===== config.mk =====
export PLATFORM = sky130hd
export DESIGN_NAME = iomem_router
export DESIGN_NICKNAME = d
export VERILOG_FILES = /design/src/rtl/iomem_router.sv
export SDC_FILE = /design/constraint.sdc
export NUM_CORES = 1
export LEC_CHECK = 0
export BUFFER_PORTS_ARGS = -buffer_cell sky130_fd_sc_hd__buf_4
export CELL_PAD_IN_SITES_DETAIL_PLACEMENT = 0
export CELL_PAD_IN_SITES_GLOBAL_PLACEMENT = 2
export CORE_ASPECT_RATIO = 0.5
export CORE_MARGIN = 5
export CORE_UTILIZATION = 25
export CTS_CLUSTER_DIAMETER = 100
export DETAILED_ROUTE_END_ITERATION = 6
export GPL_TIMING_DRIVEN = 0
export PLACE_DENSITY_LB_ADDON = 0.1
export SYNTH_ARGS = -nofsm -noshare
export SYNTH_HDL_FRONTEND = slang
export SYNTH_SLANG_ARGS = --single-unit

===== constraint.sdc =====
create_clock -name CLK -period 2.6 [get_ports CLK]
set_input_delay 0.39 -clock CLK [delete_from_list [all_inputs] [get_ports CLK]]
set_output_delay 0.39 -clock CLK [all_outputs]
set_load 0.02 [all_outputs]

===== src/rtl/iomem_router.sv =====
`default_nettype none
// =============================================================================
// iomem_router : routes the picosoc iomem port to NUM_SLAVES paged peripherals,
//                with a per-access ready timeout and an error log.
// Revision     : 1.0
// =============================================================================
module iomem_router #(
   parameter int         NUM_SLAVES = 4,
   parameter logic [7:0] BASE_PAGE  = 8'h03,
   parameter int         TIMEOUT    = 255
) (
   input  logic                     CLK,
   input  logic                     resetn,
   input  logic                     m_valid,
   output logic                     m_ready,
   input  logic [3:0]               m_wstrb,
   input  logic [31:0]              m_addr,
   input  logic [31:0]              m_wdata,
   output logic [31:0]              m_rdata,
   output logic [NUM_SLAVES-1:0]    s_valid,
   input  logic [NUM_SLAVES-1:0]    s_ready,
   input  logic [32*NUM_SLAVES-1:0] s_rdata,
   output logic [3:0]               s_wstrb,
   output logic [31:0]              s_addr,
   output logic [31:0]              s_wdata,
   output logic                     err_pulse,
   output logic [31:0]              err_addr,
   output logic [7:0]               err_count
);

   localparam logic [7:0] c_last_cnt   = 8'(TIMEOUT - 1);
   localparam logic [7:0] c_num_slaves = 8'(NUM_SLAVES);

   typedef enum logic [1:0] {
      IDLE = 2'd0,
      BUSY = 2'd1,
      RESP = 2'd2
   } state_t;

   state_t                  r_state;
   logic [7:0]              r_cnt;
   logic                    r_m_ready;
   logic [31:0]             r_m_rdata;
   logic [NUM_SLAVES-1:0]   r_s_valid;
   logic [3:0]              r_s_wstrb;
   logic [31:0]             r_s_addr;
   logic [31:0]             r_s_wdata;
   logic                    r_err_pulse;
   logic [31:0]             r_err_addr;
   logic [7:0]              r_err_count;

   logic [7:0]              w_idx;
   logic                    w_mapped;
   logic [NUM_SLAVES-1:0]   w_onehot;
   logic                    w_sel_ready;
   logic [31:0]             w_sel_rdata;
   logic [7:0]              w_err_count_inc;

   assign w_idx           = m_addr[31:24] - BASE_PAGE;
   assign w_mapped        = (w_idx < c_num_slaves);
   assign w_err_count_inc = (r_err_count == 8'hFF) ? 8'hFF : r_err_count + 8'd1;

   // s_valid is one-hot in BUSY, so masking by it selects the active slave only
   always_comb begin
      w_onehot    = '0;
      w_sel_rdata = '0;
      for (int i = 0; i < NUM_SLAVES; i++) begin
         w_onehot[i] = (w_idx == 8'(i));
         if (r_s_valid[i])
            w_sel_rdata = w_sel_rdata | s_rdata[32*i +: 32];
      end
      w_sel_ready = |(s_ready & r_s_valid);
   end

   always_ff @(posedge CLK) begin
      if (!resetn) begin
         r_state     <= IDLE;
         r_cnt       <= '0;
         r_m_ready   <= 1'b0;
         r_m_rdata   <= '0;
         r_s_valid   <= '0;
         r_s_wstrb   <= '0;
         r_s_addr    <= '0;
         r_s_wdata   <= '0;
         r_err_pulse <= 1'b0;
         r_err_addr  <= '0;
         r_err_count <= '0;
      end else begin
         r_m_ready   <= 1'b0;
         r_err_pulse <= 1'b0;
         case (r_state)
            IDLE: begin
               if (m_valid) begin
                  r_s_addr  <= m_addr;
                  r_s_wstrb <= m_wstrb;
                  r_s_wdata <= m_wdata;
                  r_cnt     <= '0;
                  if (w_mapped) begin
                     r_s_valid <= w_onehot;
                     r_state   <= BUSY;
                  end else begin
                     r_m_rdata   <= 32'hFFFF_FFFF;
                     r_m_ready   <= 1'b1;
                     r_err_pulse <= 1'b1;
                     r_err_addr  <= m_addr;
                     r_err_count <= w_err_count_inc;
                     r_state     <= RESP;
                  end
               end
            end
            BUSY: begin
               // ready is tested first so it wins over a timeout in the same cycle
               if (w_sel_ready) begin
                  r_m_rdata <= w_sel_rdata;
                  r_s_valid <= '0;
                  r_m_ready <= 1'b1;
                  r_state   <= RESP;
               end else if (r_cnt == c_last_cnt) begin
                  r_m_rdata   <= 32'hFFFF_FFFF;
                  r_s_valid   <= '0;
                  r_m_ready   <= 1'b1;
                  r_err_pulse <= 1'b1;
                  r_err_addr  <= r_s_addr;
                  r_err_count <= w_err_count_inc;
                  r_state     <= RESP;
               end else begin
                  r_cnt <= r_cnt + 8'd1;
               end
            end
            RESP: begin
               r_state <= IDLE;
            end
            default: begin
               r_state <= IDLE;
            end
         endcase
      end
   end

   assign m_ready   = r_m_ready;
   assign m_rdata   = r_m_rdata;
   assign s_valid   = r_s_valid;
   assign s_wstrb   = r_s_wstrb;
   assign s_addr    = r_s_addr;
   assign s_wdata   = r_s_wdata;
   assign err_pulse = r_err_pulse;
   assign err_addr  = r_err_addr;
   assign err_count = r_err_count;

endmodule
`default_nettype wire


# After elaboration in Yosys (flattened, before gate mapping)

Index checks and enable logic that the tools add are counted.

Register bits: 156
Input port bits: 203
Output and inout bits: 146
Word-level logic and storage cells: 83

Add/sub/neg operators: 3
$lt $le $gt $ge: 1
Eq/ne operators: 13
Multiplexer cells: 41
Bitwise logic cells: 4
Reduce and logical (&&, ||, !) cells: 10

Operators with widths:

| cell                  | count |
|---|---|
| $mux W32              | 12 |
| $pmux W32 S2          | 2 |
| $or A32 B32 Y32       | 3 |
| $mux W8               | 8 |
| $pmux W8 S2           | 2 |
| $add A8 B1 Y8 const B | 2 |
| $eq A8 B2 Y1 const B  | 2 |
| $eq A8 B8 Y1 const B  | 2 |
| $mux W4               | 4 |
| $ne A2 B2 Y1 const B  | 6 |
| $reduce_and A4 Y1     | 3 |
| $eq A8 B1 Y1 const B  | 1 |
| $logic_not A8 Y1      | 1 |
| $lt A8 B3 Y1 const B  | 1 |
| $mux W2               | 4 |
| $pmux W4 S2           | 1 |
| $sub A8 B2 Y8 const B | 1 |
| $mux W1               | 5 |
| $reduce_and A5 Y1     | 1 |
| $and A4 B4 Y4         | 1 |
| $pmux W1 S2           | 2 |
| $pmux W2 S2           | 1 |
| $reduce_and A2 Y1     | 2 |
| $reduce_or A4 Y1      | 1 |
| 4 further kinds       | 4 |

# Depth between registers and ports, before layout

Gate-level depths: netlist of run 1.

Depth in word-level cells: 9
Gate-level depth with buffers: 10

# Worst setup path before layout of run 1

No wires, ideal clock.

Path type: input -> register
From: in m_addr[28]
To: reg r_err_count[3], in the netlist err_count[3]
Library setup time: 142 ps
Arrival time: 1,917 ps
Setup slack: 541 ps
Stages on the path: 7
Path buffers: 2
Cell sequence: or4_4 a211o_1 a32o_1 buf_2 buf_6 a41oi_1 a211oi_2

Word-level cells in the longest chain between the ends: 4

Ends and longest elaborated chain:

| element                     | RTL line | source |
|---|---|---|
| start, declared             | 17       | `input logic [31:0] m_addr,` |
| $sub A8 B2 Y8               | 59       | `assign w_idx = m_addr[31:24] - BASE_PAGE;` |
| $lt A8 B3 Y1                | 60       | `assign w_mapped = (w_idx < c_num_slaves);` |
| $ne A2 B2 Y1 (no line)      | -        |  |
| $reduce_and A5 Y1 (no line) | -        |  |
| end signal, assigned        | 106      | `r_err_count <= w_err_count_inc;` |
| end signal, assigned        | 124      | `r_err_count <= w_err_count_inc;` |
| end, declared               | 50       | `logic [7:0] r_err_count;` |

Every way passes these cells.
A chain may end at the register's enable or synchronous reset.

# Final worst setup path of run 1

From: reg r_state[1]
To: reg r_s_valid[2], in the netlist s_valid[2]

Word-level cells in the longest chain between the ends: 3
Elaborated cells between the ends (all ways): 8
Those cells by class: eq/ne (4); mux (1); reduce/logical (3)

Ends and longest elaborated chain:

| element                                              | RTL line | source |
|---|---|---|
| start, declared                                      | 40       | `state_t r_state;` |
| start signal, assigned                               | 77       | `r_state <= IDLE;` |
| start signal, assigned                               | 100      | `r_state <= BUSY;` |
| start signal, assigned                               | 107      | `r_state <= RESP;` |
| $eq A2 B1 Y1 or $logic_not A2 Y1 (tied branches)     | 91       | `case (r_state)` |
| $ne A3 B3 Y1 (no line), or another cell as far along | -        |  |
| $reduce_and A4 Y1 (no line)                          | -        |  |
| end signal, assigned                                 | 99       | `r_s_valid <= w_onehot;` |
| end, declared                                        | 44       | `logic [NUM_SLAVES-1:0] r_s_valid;` |

Parallel ways exist; a longest one is shown, timed or not.

==> results.yml, run 1 <==
timing:
  final.min_clock_period_ns: 2.280
  max-slew-margin-rel: 0.4047
  hold_viol: 0
  tightestPinTransition_ns: 0.8929
  maxSlewViolCount: 0
  max_freq_mhz: 438.6
  totalNegativeSetupSlack_ns: 0
  grt_setup_unrepaired: "no"
  clock_skew_ns: 0.006124
  worst_hold_slack_ns: 0.1926
  post-route-period-util: 0.8768
  setup_violations: 0
critical_path:
  crit_chain: "or3b_2, clkbuf_1, a2111oi_2, and3b_1, a22o_1"
  worstSetupEndpointType: "flop"
  critPathLaunchType: "flop"
  cp_data_required_time_ns: 2.92
  worstSetupStartpoint: "r_state[1]"
  worst_stage_delay_on_the_critical_path_ns: 0.50
  crit_type: "flop to flop"
  r2r_start: "r_state[1]"
  critical_path_buf_inv_count: 1
  timing.critical_path.arrival_ns: 2.60
  crit_slowest_cell: "sky130_fd_sc_hd__a2111oi_2"
  biggest_fanout_along_the_worst_timing_path: 8
  crit_family: "simple AND/OR/NAND/NOR gates"
floorplan:
  std_cell_core_area_mm2: 0.02670
  die_height_um: 127.1
  die_w_um: 244.2
  dieArea_mm2: 0.03103
  num_rows: 42
  design.portCount: 349
  initial_utilization: 0.2568
yosys:
  synth.most_common_cell: "sky130_fd_sc_hd__nand2_1"
  avgSynthCellArea_um2: 8.537
  netlist-cell-type-count: 46
  seq_area_frac_synth: 0.4556
  postSynthRegisterBits: 156
  synthDominantAreaCellType: "sky130_fd_sc_hd__dfxtp_1"
  synth-warning-count: 0
  syn-instance-count: 803
  synth-async-reset-ratio: 0
  most_used_dff_post_synth: "sky130_fd_sc_hd__dfxtp_1"
  synth_top_cell_area_share: 0.4556
  synth-edff-count: 0
  synthTopCellsByCount: "sky130_fd_sc_hd__nand2_1, sky130_fd_sc_hd__dfxtp_1, sky130_fd_sc_hd__a22oi_1, sky130_fd_sc_hd__clkbuf_1, sky130_fd_sc_hd__nor2_1"
  post_synth_instance_area_mm2: 0.006855
  synthTopCellsByArea: "sky130_fd_sc_hd__dfxtp_1, sky130_fd_sc_hd__nand2_1, sky130_fd_sc_hd__a22oi_1"
  syn_nets: 1009
place:
  globalplace.congestion: 0.7961
  hpwl_um: 22710
  placement.io_buffers: 345
  dp.cells: 1500
detailed_routing:
  average_via_count_per_standard_cell: 4.664
  drt_iter0_markers: 355
  drt_drc_violations_left: 0
  avgRoutedWirePerCell_um: 19.24
  dr_total_vias: 7146
  dr.pass1.iters: 5
  antenna_violating_nets_post_route: 0
  totalWireLength_um: 29470
layout:
  fin_nets: 1373
  post_layout_nonfiller_instances: 1532
  syn2layout_area_growth_pct: 53.42
  postLayoutCoreUtil: 0.3940
  layout_filler_cell_count: 2770
  drive_above_1_share: 0.3864
  antenna-diode-count: 0
hold_path:
  timing.hold.worst.class: "primary input to flop"
  hp-start: "m_wdata[23]"
clocking:
  cts_setup_buffers: 0
  cts.clk_slew.worst_paths_ns: 0.06
  cts_inserted_buffers: 17
  cts_num_sinks: 156
  clockRootBuffer: "sky130_fd_sc_hd__clkbuf_16"
  h_tree_level_count: 4
  clk_path_buf_depth: 2
  cts_tree: "built"
  insertion_delay_ns: 0.44
global_routing:
  vias_in_the_first_global_route: 7240
  track_usage: 0.1831
  first_pass_grt_wire_length_um: 44040
  grt_start_max_net_pins: 17
  grt_antenna_before_repair: 0
  grt-ovfl-total: 0
power_and_ir_drop:
  cellPowerDensity_mw_per_mm2: 614.7
  peakVddDrop_mv: 0.3133
  static-leakage-power_nw: 4.602
flow_run:
  cap_viol_max_count: 0
outcome:
  status: "completed"
registers in the layout, indices dropped and copies added, names as in the netlist, 2 cells and up:
signal	cells
s_wdata	32
r_state	2
err_count	8
err_addr	32
s_valid	4
s_wstrb	4
m_rdata	32
r_cnt	8
s_addr	32
stage by stage:
| stage | instance area, um2 | power [W] | setup WS (ns) |
|---|---|---|---|
| 6_report | 10520 | 0.006466 | 0.3203 |
| 5_1_grt | 10520 | 0.006771 | 0.1564 |
| 4_1_cts | 10510 | 0.006583 | 0.1312 |
| 3_5_place_dp | 9886 | 0.003835 | 0.06633 |
| 3_3_place_gp | 9886 | 0.003825 | 0.02477 |
| 2_1_floorplan | 6855 | 0.003194 | 0.5414 |
tightest hold or removal path, stage by stage:
cell and delay, ns:
sky130_fd_sc_hd__buf_4 0.11, sky130_fd_sc_hd__nand2_1 0.04, sky130_fd_sc_hd__a21oi_1 0.05
power breakdown:
part | total [W] | leakage (nW) | switching [W] | internal (W)
clock network | 0.00270 | 0.307 | 0.00105 | 0.00166
logic | 0.00113 | 3.01 | 0.000592 | 0.000535
registers | 0.00264 | 1.29 | 0.0000950 | 0.00254
cell usage in the layout, fill, tap and decap left out, types with 2 or more instances in the layout:
master	instances
sky130_fd_sc_hd__buf_4	346
sky130_fd_sc_hd__nand2_1	250
sky130_fd_sc_hd__dfxtp_1	156
sky130_fd_sc_hd__a22oi_1	66
sky130_fd_sc_hd__clkbuf_1	57
sky130_fd_sc_hd__nor2_1	53
sky130_fd_sc_hd__a21boi_0	38
sky130_fd_sc_hd__a21oi_1	32
sky130_fd_sc_hd__o221a_2	32
sky130_fd_sc_hd__a311oi_2	24
sky130_fd_sc_hd__clkbuf_16	17
sky130_fd_sc_hd__a311oi_1	8
sky130_fd_sc_hd__xnor2_1	7
sky130_fd_sc_hd__nand3_1	6
sky130_fd_sc_hd__nor3_1	6
sky130_fd_sc_hd__clkbuf_2	5
sky130_fd_sc_hd__buf_1	5
sky130_fd_sc_hd__inv_1	4
sky130_fd_sc_hd__and2_1	4
sky130_fd_sc_hd__buf_6	4
sky130_fd_sc_hd__a211oi_2	4
sky130_fd_sc_hd__bufinv_16	4
sky130_fd_sc_hd__clkinv_2	4
sky130_fd_sc_hd__nor2b_1	3
sky130_fd_sc_hd__nand4_1	3
sky130_fd_sc_hd__buf_2	3
sky130_fd_sc_hd__ha_1	3
sky130_fd_sc_hd__a32o_1	2
sky130_fd_sc_hd__o21ai_0	2
sky130_fd_sc_hd__mux2i_1	2
sky130_fd_sc_hd__a41oi_1	2
sky130_fd_sc_hd__and3b_1	2
sky130_fd_sc_hd__nor4b_1	2
sky130_fd_sc_hd__a22o_1	2
sky130_fd_sc_hd__nor4_1	2
sky130_fd_sc_hd__clkbuf_8	2
per-layer routing:
metal  GRT usage  share of wire  vias up
met5           0              0        -
met4     0.04375         0.0093        0
met3     0.05906          0.068       18
met2      0.3095           0.48      190
met1      0.2296           0.44     3372
li1            -              -     3566
path summary, 6_finish.rpt:
check,endpoint,slack [ns],cells past startpoint
worst min-delay path,s_wdata[23],0.19,3
worst max-delay path,s_valid[2],0.32,5
worst max register to register,s_valid[2],0.32,5
worst min register to register,s_wdata[14],0.45,2
cells by family (layout without fill, tap and decap cells):
logic type                 Yosys count  in the layout  synth area share
and+or+nand+nor                    339            339            0.2006
adders and majority gates            3              3          0.005476
AOI/OAI and AO/OA                  217            217            0.2767
buffers and inverters               78            455           0.04818
muxes                                3              3          0.004563
DFF                                156            156            0.4556
xor gates and xnor gates             7              7          0.008943
cell type report:
cell class	instances	area [um2]	share of cell area
repair buffers	345	2590	0.2463
multi-input cells	569	3402	0.3235
inverters	5	18.77	0.001784
flip-flops and latches	156	3123	0.2969
clock buffers	21	460.4	0.04378
well taps	352	440.4	0.04187
clock inverters	11	165.2	0.01570
plain buffers	73	317.8	0.03022
timing repair:
item                                    CTS  global route
hold buffers                              0             0
gates resized for setup                   0            10
endpoints found under the setup margin    0            19
Note: power is estimated with default switching activity, not from simulation.
==> inputs of run 2 (changes only) <==
--- a/config.mk
+++ b/config.mk
@@ -8,7 +8,7 @@
 export BUFFER_PORTS_ARGS = -buffer_cell sky130_fd_sc_hd__buf_4
 export CELL_PAD_IN_SITES_DETAIL_PLACEMENT = 0
 export CELL_PAD_IN_SITES_GLOBAL_PLACEMENT = 2
-export CORE_ASPECT_RATIO = 0.5
+export CORE_ASPECT_RATIO = 1.25
 export CORE_MARGIN = 5
 export CORE_UTILIZATION = 25
 export CTS_CLUSTER_DIAMETER = 100
==> run 2 against run 1 <==
  * Worst hold slack gained 0.014 ns
  * Setup slack got worse by 0.061 ns
  * Sequential power barely moved
  * Final cell count decreased by 0.39%
  * Highest routed layer unchanged
  * Maximum frequency fell by 2.6%
  * Critical path depth grew 3
  * Wire length shrank 2.2%
  * Clock power up 1%
  * Combinational power is essentially flat
  * Core utilization down 0.33 points
  * Critical path type unchanged
==> results.yml, run 2 (synthesis gave the netlist of run 1 again) <==
timing:
  clock_skew_ns: 0.01062
  grt_setup_unrepaired: "no"
  hold_viol: 0
  worst_hold_slack_ns: 0.2070
  post-route-period-util: 0.9002
  setup_violations: 0
  tightestPinTransition_ns: 0.8036
  final.min_clock_period_ns: 2.341
  max_freq_mhz: 427.3
  maxSlewViolCount: 0
  max-slew-margin-rel: 0.4643
critical_path:
  crit_type: "flop to flop"
  cell_repeated_most_along_the_worst_path: "sky130_fd_sc_hd__clkbuf_1"
  biggest_fanout_along_the_worst_timing_path: 10
  critPathLaunchType: "flop"
  crit_chain: "clkbuf_1, a22oi_1, and2_1, a32o_1, buf_2, clkbuf_1, nor2_1, a311oi_2"
  regToRegEndpoint: "err_addr[28]"
  timing.critical_path.arrival_ns: 2.68
  cp_data_required_time_ns: 2.94
  worst_stage_delay_on_the_critical_path_ns: 0.48
  r2r_start: "s_valid[2]"
  worstSetupEndpointType: "flop"
  r2r_slack_ns: 0.26
  crit_slowest_cell: "sky130_fd_sc_hd__clkbuf_1"
  reg2reg_path_depth: 8
layout:
  drive_above_1_share: 0.3814
  layout.cell_area.non_filler_mm2: 0.01051
  total_area_of_multi_input_combinational_cells_mm2: 0.003402
  post_layout_nonfiller_instances: 1526
  postLayoutCoreUtil: 0.3907
  register_area_mm2: 0.003123
  syn2layout_area_growth_pct: 53.37
  fin_nets: 1373
  layout_filler_cell_count: 2843
  mostFrequentLayoutCell: "sky130_fd_sc_hd__buf_4"
  layout.cells.most_common_list: "sky130_fd_sc_hd__buf_4, sky130_fd_sc_hd__nand2_1, sky130_fd_sc_hd__dfxtp_1, sky130_fd_sc_hd__a22oi_1, sky130_fd_sc_hd__clkbuf_1"
detailed_routing:
  avgRoutedWirePerCell_um: 18.88
  totalWireLength_um: 28820
  drt_drc_violations_left: 0
  dr_total_vias: 7135
  average_via_count_per_standard_cell: 4.676
  drt_iter0_markers: 381
  antenna_violating_nets_post_route: 0
  dr.pass1.iters: 4
floorplan:
  initial_utilization: 0.2548
  die_height_um: 195.1
  num_rows: 67
  dieArea_mm2: 0.03085
  std_cell_core_area_mm2: 0.02691
  die_w_um: 158.1
  design.portCount: 349
place:
  hpwl_um: 22690
  placement.io_buffers: 345
  globalplace.congestion: 0.7712
  dp.cells: 1493
  detailed_place.area_mm2: 0.009877
global_routing:
  first_pass_grt_wire_length_um: 42720
  grt_start_max_net_pins: 17
  grt-ovfl-total: 0
  track_usage: 0.1785
  vias_in_the_first_global_route: 7164
  grt_antenna_before_repair: 1
power_and_ir_drop:
  combinationalPowerShare: 0.173
  switching_power_w: 0.001716
  power_frac_seq: 0.406
  cellInternalPower_w: 0.004779
  sw_share: 0.2642
  clock_power_share: 0.422
  cellPowerDensity_mw_per_mm2: 617.8
  totalPowerFinal_w: 0.006495
  peakVddDrop_mv: 0.4576
  static-leakage-power_nw: 4.584
hold_path:
  hp-start: "m_wdata[14]"
  timing.hold.worst.class: "primary input to flop"
  min_path_cells: 3
  hold-path-endpoint: "s_wdata[14]"
clocking:
  insertion_delay_ns: 0.43
  cts_inserted_buffers: 17
  cts_num_sinks: 156
  cts_tree: "built"
  clk_path_buf_depth: 2
  ctsHoldBuffers: 0
  h_tree_level_count: 4
  clockRootBuffer: "sky130_fd_sc_hd__clkbuf_16"
  cts.clk_slew.worst_paths_ns: 0.07
flow_run:
  cap_viol_max_count: 0
outcome:
  status: "completed"
run 2: changes by cell type in the layout (fill, tap and decap cells not counted), moves of 2 or more:
cell and delta:
sky130_fd_sc_hd__clkinv_2 -2, sky130_fd_sc_hd__clkbuf_2 -4, sky130_fd_sc_hd__clkbuf_1 +6, sky130_fd_sc_hd__clkbuf_8 -2
run 2: critical path, delay by kind of cell, from the launching register on:
| family | cells | cell delay (ns) |
|---|---|---|
| buffers and inverters | 3 | 0.84 |
| AOI/OAI and AO/OA | 3 | 0.74 |
| and+or+nand+nor | 2 | 0.36 |
| DFF | 1 | 0.32 |
run 2: cell type report:
class,instances,area share
buffer,73,0.02975
tap,345,0.04106
sequential,156,0.2970
inverter,5,0.001785
clock inverter,11,0.01833
multi-input combinational,569,0.3236
clock buffer,21,0.04189
timing repair buffer,345,0.2463
antenna,1,0.0002380
run 2: what timing repair did:
item | in CTS | in global routing
endpoints found under the hold margin | 0 | 0
endpoints found under the setup margin | 0 | 9
setup buffers | 0 | 0
gates resized for setup | 0 | 2
run 2: worst max path at each step:
stage / startpoint / endpoint / slack (ns) / cells past startpoint
after floorplan: m_addr[28] / err_count[3] / 0.54 / 7
after global routing: s_valid[2] / err_addr[28] / 0.02 / 8
final: s_valid[2] / err_addr[28] / 0.26 / 8
after global placement: m_valid / s_wdata[23] / -0.01 / 7
after detailed placement: m_valid / s_wdata[24] / -0.03 / 7
after CTS: r_state[0] / s_wdata[24] / 0.11 / 6
run 2: power by group through the flow:
stage / logic, W / registers [W] / clock network [W]
6_report: 0.00112 / 0.00264 / 0.00274
5_1_grt: 0.00121 / 0.00266 / 0.00292
4_1_cts: 0.00115 / 0.00264 / 0.00283
3_5_place_dp: 0.00114 / 0.00269 / 0
3_3_place_gp: 0.00114 / 0.00269 / 0
2_1_floorplan: 0.000340 / 0.00285 / 0
run 2: per-layer routing:
| layer | GRT usage | wire length, um | part of all wire |
|---|---|---|---|
| met2 | 0.3236 | 14860 | 0.52 |
| met5 | 0 | 0 | 0 |
| met3 | 0.05802 | 2487 | 0.086 |
| met4 | 0.05025 | 440 | 0.015 |
| met1 | 0.1969 | 11030 | 0.38 |
run 2: stage by stage:
| step | TNS (ns) | setup slack (ns) |
|---|---|---|
| 2_1_floorplan | 0 | 0.5414 |
| 3_3_place_gp | -0.05928 | -0.01040 |
| 3_5_place_dp | -0.1674 | -0.02871 |
| 4_1_cts | 0 | 0.1135 |
| 5_1_grt | 0 | 0.02121 |
| 6_report | 0 | 0.2595 |
==> inputs of run 3 (changes only) <==
--- a/config.mk
+++ b/config.mk
@@ -13,7 +13,6 @@
 export CORE_UTILIZATION = 25
 export CTS_CLUSTER_DIAMETER = 100
 export DETAILED_ROUTE_END_ITERATION = 6
-export GPL_TIMING_DRIVEN = 0
 export PLACE_DENSITY_LB_ADDON = 0.1
 export SYNTH_ARGS = -nofsm -noshare
 export SYNTH_HDL_FRONTEND = slang
==> run 3 against run 2 <==
  * Sequential cell count stayed put
  * Core utilization is 0.17 points lower
  * Via count is 2.8% lower
  * Register-to-register slack better by 0.30 ns
  * Worst hold slack worse by 0.00099 ns
  * Clock power is 5% higher
  * Sequential power hardly changed
  * Setup slack better by 0.30 ns
  * Final cell count is 3.3% lower
  * Sequential share of layout area is 0.13 points higher
==> results.yml, run 3 (synthesis gave the netlist of run 1 again) <==
outcome:
  status: "completed"
critical_path:
  crit_type: "flop to flop"
  worstSetupEndpointType: "flop"
  r2r_slack_ns: 0.56
  r2r_start: "s_valid[2]"
  biggest_fanout_along_the_worst_timing_path: 21
  regToRegEndpoint: "err_addr[19]"
  timing.critical_path.arrival_ns: 2.37
  reg2reg_path_depth: 7
  critPathLaunchType: "flop"
  cp_data_required_time_ns: 2.94
hold_path:
  timing.hold.worst.class: "primary input to flop"
  hp-start: "m_wdata[13]"
  min_path_cells: 3
  hold-path-endpoint: "s_wdata[13]"
detailed_routing:
  dr_total_vias: 6934
  drt_iter0_markers: 320
  totalWireLength_um: 27520
  avgRoutedWirePerCell_um: 18.66
  dr.pass1.iters: 4
  average_via_count_per_standard_cell: 4.701
  antenna_violating_nets_post_route: 0
  drt_drc_violations_left: 0
layout:
  fin_nets: 1323
  drive_above_1_share: 0.4150
  layout.cells.most_common_list: "sky130_fd_sc_hd__buf_4, sky130_fd_sc_hd__nand2_1, sky130_fd_sc_hd__dfxtp_1, sky130_fd_sc_hd__a22oi_1, sky130_fd_sc_hd__nor2_1"
  postLayoutCoreUtil: 0.3890
  mostFrequentLayoutCell: "sky130_fd_sc_hd__buf_4"
  layout.cell_area.non_filler_mm2: 0.01047
  antenna-diode-count: 0
  syn2layout_area_growth_pct: 52.69
timing:
  max_freq_mhz: 491.3
  max-slew-margin-rel: 0.4240
  setup_violations: 0
  hold_viol: 0
  totalNegativeSetupSlack_ns: 0
  maxSlewViolCount: 0
  clock_skew_ns: 0.008831
  post-route-period-util: 0.7829
  tightestPinTransition_ns: 0.8640
  grt_setup_unrepaired: "no"
  final.min_clock_period_ns: 2.036
  final.setup.worst_slack_ns: 0.5644
place:
  globalplace.congestion: 0.7067
  placement.io_buffers: 348
  hpwl_um: 20160
  detailed_place.area_mm2: 0.009792
  post-place-ws_ns: 0.2068
clocking:
  cts_inserted_buffers: 17
  cts.clk_slew.worst_paths_ns: 0.06
  clk_path_buf_depth: 2
  clockRootBuffer: "sky130_fd_sc_hd__clkbuf_16"
  h_tree_level_count: 4
  cts_tree: "built"
  post_cts_resized: 0
  cts_num_sinks: 156
  cts_setup_buffers: 0
  ctsHoldBuffers: 0
  insertion_delay_ns: 0.43
global_routing:
  first_pass_grt_wire_length_um: 40920
  grt_antenna_before_repair: 0
  grt_start_max_net_pins: 71
  track_usage: 0.1696
  vias_in_the_first_global_route: 6810
  grt-ovfl-total: 0
floorplan:
  num_rows: 67
  std_cell_core_area_mm2: 0.02691
  design.portCount: 349
  dieArea_mm2: 0.03085
  die_height_um: 195.1
  initial_utilization: 0.2548
  die_w_um: 158.1
flow_run:
  cap_viol_max_count: 0
power_and_ir_drop:
  static-leakage-power_nw: 4.620
  cellPowerDensity_mw_per_mm2: 631.8
  peakVddDrop_mv: 0.4626
## run 3: changes by cell type in the layout (fill, tap and decap cells not counted), sizes merged
cell,before,now
buf,358,368
bufinv,5,6
clkbuf,81,22
clkinvlp,2,0
diode,1,0
## run 3: worst max-delay path by stage
stage / start / endpoint / slack [ns] / cells past startpoint
finish: s_valid[2] / err_addr[19] / 0.56 / 7
global route: r_state[1] / r_cnt[7] / 0.36 / 4
CTS: s_valid[2] / err_addr[19] / 0.50 / 7
detailed placement: m_addr[28] / err_addr[21] / 0.21 / 7
global placement: m_addr[28] / err_addr[19] / 0.25 / 7
floorplan: m_addr[28] / err_count[3] / 0.54 / 7
## run 3: critical path, cell delays in order, from the launching register on
cell and delay (ns):
sky130_fd_sc_hd__dfxtp_1 0.34, sky130_fd_sc_hd__a22oi_1 0.18, sky130_fd_sc_hd__buf_4 0.16, sky130_fd_sc_hd__and2_1 0.17
sky130_fd_sc_hd__a32o_4 0.40, sky130_fd_sc_hd__buf_4 0.34, sky130_fd_sc_hd__nor2_1 0.09, sky130_fd_sc_hd__a311oi_2 0.25
## run 3: layout make-up
cell class / count / area [um2]
well taps: 345 / 431.7
repair buffers: 368 / 2788
multi-input cells: 569 / 3431
clock inverters: 10 / 211.5
clock buffers: 22 / 464.2
fillers: 2874 / 16440
flip-flops and latches: 156 / 3123
inverters: 5 / 18.77
## run 3: power breakdown
part	internal, W	switching [W]	total, W
clock network	0.00186	0.00103	0.00288
logic	0.000530	0.000564	0.00109
registers	0.00254	0.0000941	0.00264
total	0.00493	0.00168	0.00661
## run 3: stage by stage
| step | power, W | hold WS, ns | cells |
|---|---|---|---|
| 2_1_floorplan | 0.003194 | 0.4840 | 803 |
| 5_1_grt | 0.006910 | 0.1875 | 1475 |
| 3_5_place_dp | 0.003808 | 0.4478 | 1443 |
| 4_1_cts | 0.006731 | 0.1806 | 1475 |
| 3_3_place_gp | 0.003801 | 0.4437 | 1443 |
| 6_report | 0.006613 | 0.2060 | 1475 |
## run 3: routing by layer
metal  GRT usage  routed length [um]  up-vias
li1            -                   -     3461
met1      0.1953               10810     3228
met2      0.2979               13870      226
met3     0.05624                2472       19
met4     0.04646                 370        0
met5           0                   0        -
